**config.mk**
```make
export PLATFORM = sky130hd
export DESIGN_NAME = instruction_fetch
export DESIGN_NICKNAME = d
export VERILOG_FILES = /design/src/rtl/instruction_fetch.sv
export SDC_FILE = /design/constraint.sdc
export NUM_CORES = 1
export LEC_CHECK = 0
export ABC_AREA = 1
export ABC_CLOCK_PERIOD_IN_PS = 2490
export BUFFER_PORTS_ARGS = -buffer_cell sky130_fd_sc_hd__buf_2
export CORE_ASPECT_RATIO = 0.8
export CORE_MARGIN = 2
export CORE_UTILIZATION = 40
export DETAILED_ROUTE_END_ITERATION = 8
export GPL_TIMING_DRIVEN = 0
export PLACE_DENSITY_LB_ADDON = 0.3
export REMOVE_ABC_BUFFERS = 1
export SLEW_MARGIN = 5
export SYNTH_ARGS = -nofsm -noshare
export SYNTH_HDL_FRONTEND = slang
export SYNTH_SLANG_ARGS = --single-unit
export TNS_END_PERCENT = 50
```
**constraint.sdc**
```tcl
create_clock -name clk -period 2.49 [get_ports clk]
set_input_delay 0.249 -clock clk [delete_from_list [all_inputs] [get_ports clk]]
set_output_delay 0.249 -clock clk [all_outputs]
set_load 0.03 [all_outputs]
```
**src/rtl/instruction_fetch.sv**
```systemverilog
// MIPS fetch stage: PC register, instruction memory addressing and IF/ID register.
// Define IFETCH_PERF_CNT_EN to add the FetchCount/BubbleCount performance counters.
module instruction_fetch #(
    parameter logic [31:0] RESET_PC = 32'h0000_0000,
    parameter logic [31:0] NOP_WORD = 32'h0000_0000
) (
    input  logic        clk,
    input  logic        rst,
    input  logic        Stall,
    input  logic        Flush,
    input  logic        BranchTaken,
    input  logic [31:0] BranchTarget,
    input  logic        Jump,
    input  logic [31:0] JumpTarget,
    output logic [31:0] IMemAddr,
    input  logic [31:0] IMemData,
    output logic [31:0] IF_ID_Instr,
    output logic [31:0] IF_ID_PCPlus4,
    output logic        IF_ID_Valid,
    output logic        Fault,
    output logic [31:0] FaultAddr
`ifdef IFETCH_PERF_CNT_EN
    ,
    output logic [31:0] FetchCount,
    output logic [31:0] BubbleCount
`endif
);

    typedef enum logic {RUN, HALT} state_t;

    state_t      state, stateNext;
    logic [31:0] pc, pcNext, pcPlus4;
    logic [31:0] instrNext, pcPlus4Next, faultAddrNext;
    logic        validNext, faultNext;
    logic        redirect;
    logic [31:0] target;

    assign IMemAddr = pc;
    assign pcPlus4  = pc + 32'd4;
    assign redirect = Jump | BranchTaken;
    // Jump outranks a simultaneous branch.
    assign target   = Jump ? JumpTarget : BranchTarget;

    always_comb begin
        stateNext     = state;
        pcNext        = pc;
        instrNext     = IF_ID_Instr;
        pcPlus4Next   = IF_ID_PCPlus4;
        validNext     = IF_ID_Valid;
        faultNext     = Fault;
        faultAddrNext = FaultAddr;
        case (state)
            RUN: begin
                if (redirect) begin
                    instrNext   = NOP_WORD;
                    pcPlus4Next = 32'h0;
                    validNext   = 1'b0;
                    if (target[1:0] != 2'b00) begin
                        stateNext     = HALT;
                        faultNext     = 1'b1;
                        faultAddrNext = target;
                    end else begin
                        pcNext = target;
                    end
                end else begin
                    if (Flush) begin
                        instrNext   = NOP_WORD;
                        pcPlus4Next = 32'h0;
                        validNext   = 1'b0;
                    end else if (!Stall) begin
                        instrNext   = IMemData;
                        pcPlus4Next = pcPlus4;
                        validNext   = 1'b1;
                    end
                    if (!Stall) begin
                        pcNext = pcPlus4;
                    end
                end
            end
            default: begin
            end
        endcase
    end

    always_ff @(posedge clk) begin
        if (rst) begin
            state         <= RUN;
            pc            <= RESET_PC;
            IF_ID_Instr   <= NOP_WORD;
            IF_ID_PCPlus4 <= 32'h0;
            IF_ID_Valid   <= 1'b0;
            Fault         <= 1'b0;
            FaultAddr     <= 32'h0;
        end else begin
            state         <= stateNext;
            pc            <= pcNext;
            IF_ID_Instr   <= instrNext;
            IF_ID_PCPlus4 <= pcPlus4Next;
            IF_ID_Valid   <= validNext;
            Fault         <= faultNext;
            FaultAddr     <= faultAddrNext;
        end
    end

`ifdef IFETCH_PERF_CNT_EN
    logic loadValid, loadBubble;

    assign loadBubble = (state == RUN) && (redirect || Flush);
    assign loadValid  = (state == RUN) && !redirect && !Flush && !Stall;

    always_ff @(posedge clk) begin
        if (rst) begin
            FetchCount  <= 32'h0;
            BubbleCount <= 32'h0;
        end else begin
            if (loadValid) begin
                FetchCount <= FetchCount + 32'd1;
            end
            if (loadBubble) begin
                BubbleCount <= BubbleCount + 32'd1;
            end
        end
    end
`endif

endmodule

```
; ---- Yosys cells after proc, flatten, opt, wreduce, memory -nomap -nowiden
; Cells that the tools add are included.
[op_classes]
add_sub_neg = 1
n_eq_ne = 3
n_mux = 15
bitwise_logic = 2
reduce_logical = 4
[op_table]
columns = operator, count
row1 = 32-bit two-way mux, 9
row2 = 32-bit by 3-bit adder with 32-bit output (second input constant), 1
row3 = 1-bit two-way mux, 6
row4 = 3-bit AND reduction, 2
row5 = 3-bit by 1-bit inequality test with 1-bit output (second input constant), 1
row6 = 2-bit by 1-bit inequality test with 1-bit output (second input constant), 1
row7 = 2-bit inequality test (second input constant), 1
row8 = 2-bit AND reduction, 1
row9 = 2-bit nonzero test, 1
row10 = 1-bit inverter, 1
row11 = 1-bit bitwise OR, 1
[totals]
reg_bits = 131
out_inout_bits = 130
wordCells = 32

; ---- Logic depth before layout (Yosys ltp)
; Gate-level depths: netlist of run 1.
[logic_depth]
ltp_word = 5
ltp_mapped = 11
depth_no_buf = 10

; ---- Least setup slack after synthesis of run 1
; No wires, ideal clock.
[synth_path]
kind = reg2reg
from = reg pc[3] (netlist: IMemAddr[3])
to = reg IF_ID_PCPlus4[28]
setup_ns = 0.132
arrival_time_ns = 1.620
required_time_ns = 2.358
setup_slack_ns = 0.737
path_stages_with_launch = 11
path_buffers = 0
synth_period_minus_slack_ns = 1.753
cell_sequence = dfxtp_1 -> ha_1 -> nand3_1 -> nor2_1 -> nand2_1 -> inv_1 -> nand2_1 -> nand2_1 -> nand2_1 -> nand2_1 -> a21oi_1
[synth_via]
elab_chain_len = 4
[synth_rtl]
columns = element, line
row1 = "start, declared", 32  ; logic [31:0] pc, pcNext, pcPlus4;
row2 = "start signal, assigned", 96  ; pc <= pcNext;
row3 = 32-bit by 3-bit adder with 32-bit output, 39  ; assign pcPlus4 = pc + 32'd4;
row4 = 32-bit two-way mux, 70  ; end else if (!Stall) begin
row5 = 32-bit two-way mux, 66  ; if (Flush) begin
row6 = 32-bit two-way mux, 54  ; if (redirect) begin
row7 = "end signal, assigned", 98  ; IF_ID_PCPlus4 <= pcPlus4Next;
row8 = "end, declared", 18  ; output logic [31:0] IF_ID_PCPlus4,
; No other way between the ends. The select of a mux whose other input is x is not followed.
; A chain may end at the register's enable or synchronous reset.

; ---- Worst setup path in the final report of run 1
[layout_path]
from = in Jump
to = reg pc[9] (netlist: IMemAddr[9])
[layout_via]
elab_chain_len = 4
[layout_rtl]
columns = element, line
row1 = "start, declared", 13  ; input logic Jump,
row2 = 32-bit two-way mux, 42  ; assign target = Jump ? JumpTarget : BranchTarget;
row3 = 2-bit nonzero test, 58  ; if (target[1:0] != 2'b00) begin
row4 = 2-bit inequality test (no line), --
row5 = 3-bit AND reduction (no line), --
; Several ways; a longest one is shown, not always the timed one. The select of a mux whose other input is x is not followed.

==> results of run 1 <==
worst reg2reg max path, cell delays in order, from the launching register on:
cell and delay (ns):
dfxtp_1 0.40, ha_1 0.24, nand2_1 0.07, nor2_1 0.17, nand2_1 0.15, nor2_1 0.39
xor2_1 0.27, nand2_1 0.08, a21oi_1 0.15
logic make-up after synthesis:
group	after synthesis	synth area share [%]
AND/OR/NAND/NOR	478	31.7
AO/OA/AOI/OAI	147	12.5
flip-flops	131	42.6
buffers and inverters	95	6.43
multiplexers	29	4.88
XOR/XNOR	12	1.71
adder cells (fa/ha/maj)	1	0.203
cell usage in the layout (no fill, tap or decap), types with 6 or more instances in the layout:
cell type,n
nand2_1,302
buf_2,229
inv_1,46
xor2_1,9
o21a_1,6
a21oi_1,115
clkbuf_16,17
o21ai_0,20
mux2_2,8
nor2_1,109
nand3_1,30
dfxtp_1,131
or2_2,20
mux2i_1,21
registers in the layout, summed over array words and instances (netlist names):
signal and count:
FaultAddr 32, IF_ID_Valid 1, Fault 1, state 1, IF_ID_PCPlus4 32, IMemAddr 32
IF_ID_Instr 32
worst paths after layout:
| path | end | from |
|---|---|---|
| max | IMemAddr[9] | Jump |
| min | IF_ID_Instr[8] | IMemData[8] |
| max reg2reg | IMemAddr[18] | IMemAddr[3] |
| min reg2reg | Fault | Fault |
cell usage after synthesis (2+ instances only):
library cell / instances
mux2_2: 8
a21oi_1: 115
o21ai_0: 20
nand2_2: 2
nor2_1: 110
nand2_1: 302
nand2_4: 2
inv_1: 47
clkbuf_1: 25
xor2_1: 9
mux2i_1: 21
buf_2: 16
nand3_1: 30
and2_1: 3
or2_2: 20
or2_1: 2
o21ai_1: 3
dfxtp_1: 131
xnor2_1: 3
o21a_1: 6
nor3_1: 4
buf_4: 5
area by class of cell:
| type | instances | area (sq um) | area share (%) |
|---|---|---|---|
| multi-input cells | 669 | 3150 | 39.0 |
| flip-flops and latches | 131 | 2620 | 32.5 |
| repair buffers | 238 | 1270 | 15.7 |
| clock buffers | 24 | 492 | 6.09 |
| well taps | 189 | 236 | 2.93 |
| inverters | 48 | 180 | 2.23 |
| clock inverters | 8 | 124 | 1.53 |
metrics by stage:
stage                     hold WS [ns]  worst slack [ns]  util, %  total power [mW]  instance area [sq um]
after floorplan                  0.318            0.0869        -              2.87                   5940
after global placement           0.435             -1.97     48.8              3.20                   7330
after detailed placement         0.439             -1.53     49.4              3.23                   7420
after CTS                       0.0649            0.0269     53.8              5.84                   8080
after global routing            0.0624          -0.00993     53.8              6.05                   8080
final                           0.0792             0.211     53.8              5.79                   8080
per-layer routing:
layer	track usage, %	part of all wire, %
met1	29.9	47
met2	35.2	44
met3	7.00	7.3
met4	7.46	1.9
met5	0	0
power groups by stage:
stage	combinational, mW	sequential [mW]	clock [mW]
global route	1.01	2.30	2.74
detailed placement	0.906	2.33	0
CTS	0.922	2.28	2.64
finish	0.914	2.29	2.59
floorplan	0.359	2.51	0
global placement	0.877	2.33	0
timing repair:
action | CTS | global route
resized for setup | 2 | 1
buffers inserted | 3 | 0
pin swaps | 1 | 0
gates cloned | 2 | 0
endpoints found under the setup margin | 128 | 29
==> run summary, run 1 <==
Fillers -> 1526
R2R setup slack -> 0.50 ns
n_diodes -> 0
sequential power share -> 39.5%
CP Max Fanout -> 45
fin crit period -> 2.28 ns
Primary FF master, synth -> dfxtp_1
WL/cell -> 14.0 um
CTS max path bufs -> 2
worst endpoint required time -> 2.79 ns
syn avg cell area -> 6.89 sq um
top-area cell type share of the netlist area -> 42.6%
DIE AREA -> 16400 sq um
PortBufs -> 231
share of post-route cells with drive strength above 1 -> 27.5%
Final Cycle Share -> 91.5%
Max-slew headroom -> 21.5%
Slowest-stage cell, CP -> buf_4
worst skew pair latency -> 0.42 ns
initial drt markers -> 310
max incr delay on CP -> 0.51 ns
Async S/R FF share, synth -> 0%
WP buf/inv -> 3
vias in the first global route -> 5698
global-route wire length before repair -> 29.0 mm
Worst path depth -> 8
Area Growth Syn to Fin -> 31.3%
First-pass DRT Iterations -> 5
CORE AREA -> 15000 sq um
Cells after Synth -> 893
top cell family by delay on the critical path -> buffers and inverters
Post-synth EDFFs -> 0
Syn. warnings -> 0
sw frac -> 27.9%
max_cap viols -> 0
largest net degree at the start of global routing -> 79
placed cells -> 1270
I/O pins -> 232
top cells by area, synth -> dfxtp_1, nand2_1, a21oi_1, nor2_1, mux2i_1
sequential-to-total area share from yosys stat -> 42.6%
Mapped Area -> 6150 sq um
Int Power -> 4.18 mW
flops & latches, synth -> 131
post-synth top area cell -> dfxtp_1
GRT overflow -> 0
Die X -> 143 um
Setup violations, final -> 0
critical path cell sequence -> buf_4 -> nor2_4 -> inv_1 -> nand2_4 -> nand3_4 -> inv_2 -> o21ai_0 -> nor2_1
worst hold path class -> in -> reg
final hold vios -> 0
Slew @ Worst Pin -> 1.18 ns
cell chosen for the clock root -> clkbuf_16
Max IR drop VDD -> 0.439 mV
r2r worst-path depth -> 8
final net count -> 1208
Reg clk slew, reported paths -> 0.06 ns
Placer Congestion -> 0.797
initial antenna violation count -> 0
GR Util All Layers -> 22.6%
DR DRC count -> 0
post-DR vias/cell -> 4.87
Gate power share -> 15.8%
Setup TNS Final -> 0 ns
Initial Util -> 41.0%
kind of end point of the critical path -> flip-flop
status -> finished, final reports clean
DRT Wirelength -> 18.3 mm
RSZ-0062 raised after global routing -> yes
Static Leak -> 3.76 nW
htree depth -> 4
fmax -> 0.439 GHz
max-slew violations -> 0
PwrDens -> 717 nW/um^2
Max Clock Skew -> 0.00930 ns
CTS tree -> yes
Min-Delay Path Depth -> 3
CP Class -> in -> reg
CTS Hold Buffers Added -> 0
via count -> 6360
CTS Buf Count -> 17
dpl hpwl -> 12.2 mm
Arr. time, crit path -> 2.57 ns
clk sinks -> 131
NetSw -> 1.61 mW
antenna viol nets, final -> 0
post-synth cell types -> 31
Clock power frac -> 44.8%
die height -> 115 um
Core Rows -> 40
crit path launch type -> input pin
non-filler cells, final -> 1307
Power figures use the tool's default switching activity.
==> run 2, diff against run 1 <==
- CORE_ASPECT_RATIO: 0.8 -> unset
- CORE_UTILIZATION: 40 -> 53
==> run 2 against run 1 <==
Compared with the run above: power increased by 2.3%; critical endpoint is now IMemAddr[11]; sequential power barely moved; worst setup slack gained 0.067 ns; highest routed layer unchanged; count of clock-buffer cells in the layout fell by 1.
==> run summary, run 2 (synthesis gave the netlist of run 1 again) <==
htree depth -> 4
R2R setup slack -> 0.58 ns
First-pass DRT Iterations -> 4
Setup violations, final -> 0
WL/cell -> 14.4 um
non-filler cells, final -> 1260
CTS max path bufs -> 2
Die X -> 112 um
Tot Pwr -> 5.93 mW
worst endpoint required time -> 2.80 ns
crit path launch type -> input pin
post-DR vias/cell -> 5.13
Reg clk slew, reported paths -> 0.06 ns
cell chosen for the clock root -> clkbuf_16
worst skew pair latency -> 0.43 ns
GR Util All Layers -> 29.6%
CP Class -> in -> reg
GRT overflow -> 0
vias in the first global route -> 6182
Area Growth Syn to Fin -> 30.9%
antenna viol nets, final -> 0
reg2reg start -> state
Final Cycle Share -> 88.8%
Slew @ Worst Pin -> 1.15 ns
hold path start -> IMemData[2]
initial drt markers -> 428
Max IR drop VDD -> 0.684 mV
DRT Wirelength -> 18.2 mm
RSZ-0062 raised after global routing -> no
die height -> 112 um
global-route wire length before repair -> 29.8 mm
CORE AREA -> 11400 sq um
DIE AREA -> 12500 sq um
commonest non-fill, non-tap cell in the layout -> nand2_1
CTS Hold Buffers Added -> 0
final hold vios -> 0
post-layout util -> 70.8%
dpl hpwl -> 11.9 mm
via count -> 6461
fmax -> 0.452 GHz
initial antenna violation count -> 0
most frequent cells in the layout -> nand2_1, buf_2, dfxtp_1
clk sinks -> 131
Max Clock Skew -> 0.00762 ns
I/O pins -> 232
final net count -> 1207
largest net degree at the start of global routing -> 70
placed cells -> 1224
DR DRC count -> 0
r2r worst-path depth -> 6
max_cap viols -> 0
PortBufs -> 231
max-slew violations -> 0
fin crit period -> 2.21 ns
Core Rows -> 39
n_diodes -> 0
Fillers -> 985
status -> finished, final reports clean
CP Max Fanout -> 45
worst hold path class -> in -> reg
CTS Buf Count -> 17
worst r2r dst -> IF_ID_PCPlus4[15]
Worst Setup EP -> IMemAddr[11]
Max-slew headroom -> 22.9%
Initial Util -> 54.1%
Worst Setup SP -> Jump
Arr. time, crit path -> 2.52 ns
Placer Congestion -> 0.822
CTS tree -> yes
kind of end point of the critical path -> flip-flop
share of post-route cells with drive strength above 1 -> 27.7%
Static Leak -> 3.79 nW
PwrDens -> 736 nW/um^2
## run 2: cell types whose count changed in the layout (fill, tap and decap cells not counted)
cell / previous run / this run
buf_16: 1 / 2
clkbuf_1: 3 / 1
clkbuf_8: 4 / 5
buf_4: 5 / 4
clkinvlp_4: 2 / 0
bufinv_16: 3 / 4
buf_12: 3 / 2
clkinv_2: 2 / 4
## run 2: area by class of cell
type / count / area, sq um / area share (%)
inverter: 48 / 180 / 2.24
tap: 143 / 179 / 2.22
sequential: 131 / 2620 / 32.6
timing repair buffer: 237 / 1270 / 15.8
clock buffer: 23 / 498 / 6.18
multi-input combinational: 669 / 3150 / 39.2
clock inverter: 9 / 149 / 1.85
## run 2: through the flow
stage	cell area [sq um]	TNS (ns)	hold WS (ns)	setup WS (ns)
3_5_place_dp	7370	-125.01	0.445	-1.42
3_3_place_gp	7270	-185.05	0.433	-1.86
2_1_floorplan	5940	0	0.318	0.0869
4_1_cts	8050	0	0.0575	0.210
5_1_grt	8050	0	0.0619	0.0341
6_report	8050	0	0.0708	0.278
## run 2: critical path: stages
cell and delay, ns:
buf_4 0.50, nand2_1 0.12, o21ai_1 0.18, nand2_4 0.16, nand2_4 0.11, nand3_4 0.44
inv_2 0.45, nand2_1 0.11, nor2_1 0.12, nor2_1 0.05
## run 2: per-layer routing
layer	track usage, %	up-vias	wire length (um)
li1	-	3266	-
met1	35.2	2923	7660
met2	50.1	241	8710
met3	9.04	31	1390
met4	12.1	0	428
met5	0	-	0
## run 2: what timing repair did
| item | in CTS | in global routing |
|---|---|---|
| setup buffers | 2 | 0 |
| setup endpoints to repair | 127 | 19 |
| gates cloned | 2 | 0 |
| pin swaps | 1 | 0 |
| resized for setup | 2 | 1 |
## run 2: power by group
group	switching [mW]	leakage [nW]	internal, mW
sequential	0.0885	1.07	2.20
combinational	0.608	2.39	0.303
clock	0.926	0.323	1.80
total	1.62	3.79	4.30
## run 2: worst min-delay path by stage
stage                      end  depth (start not counted)
6_report        IF_ID_Instr[2]                          3
5_1_grt        IF_ID_Instr[26]                          3
4_1_cts        IF_ID_Instr[29]                          3
3_5_place_dp             Fault                          2
3_3_place_gp             Fault                          2
2_1_floorplan            Fault                          1
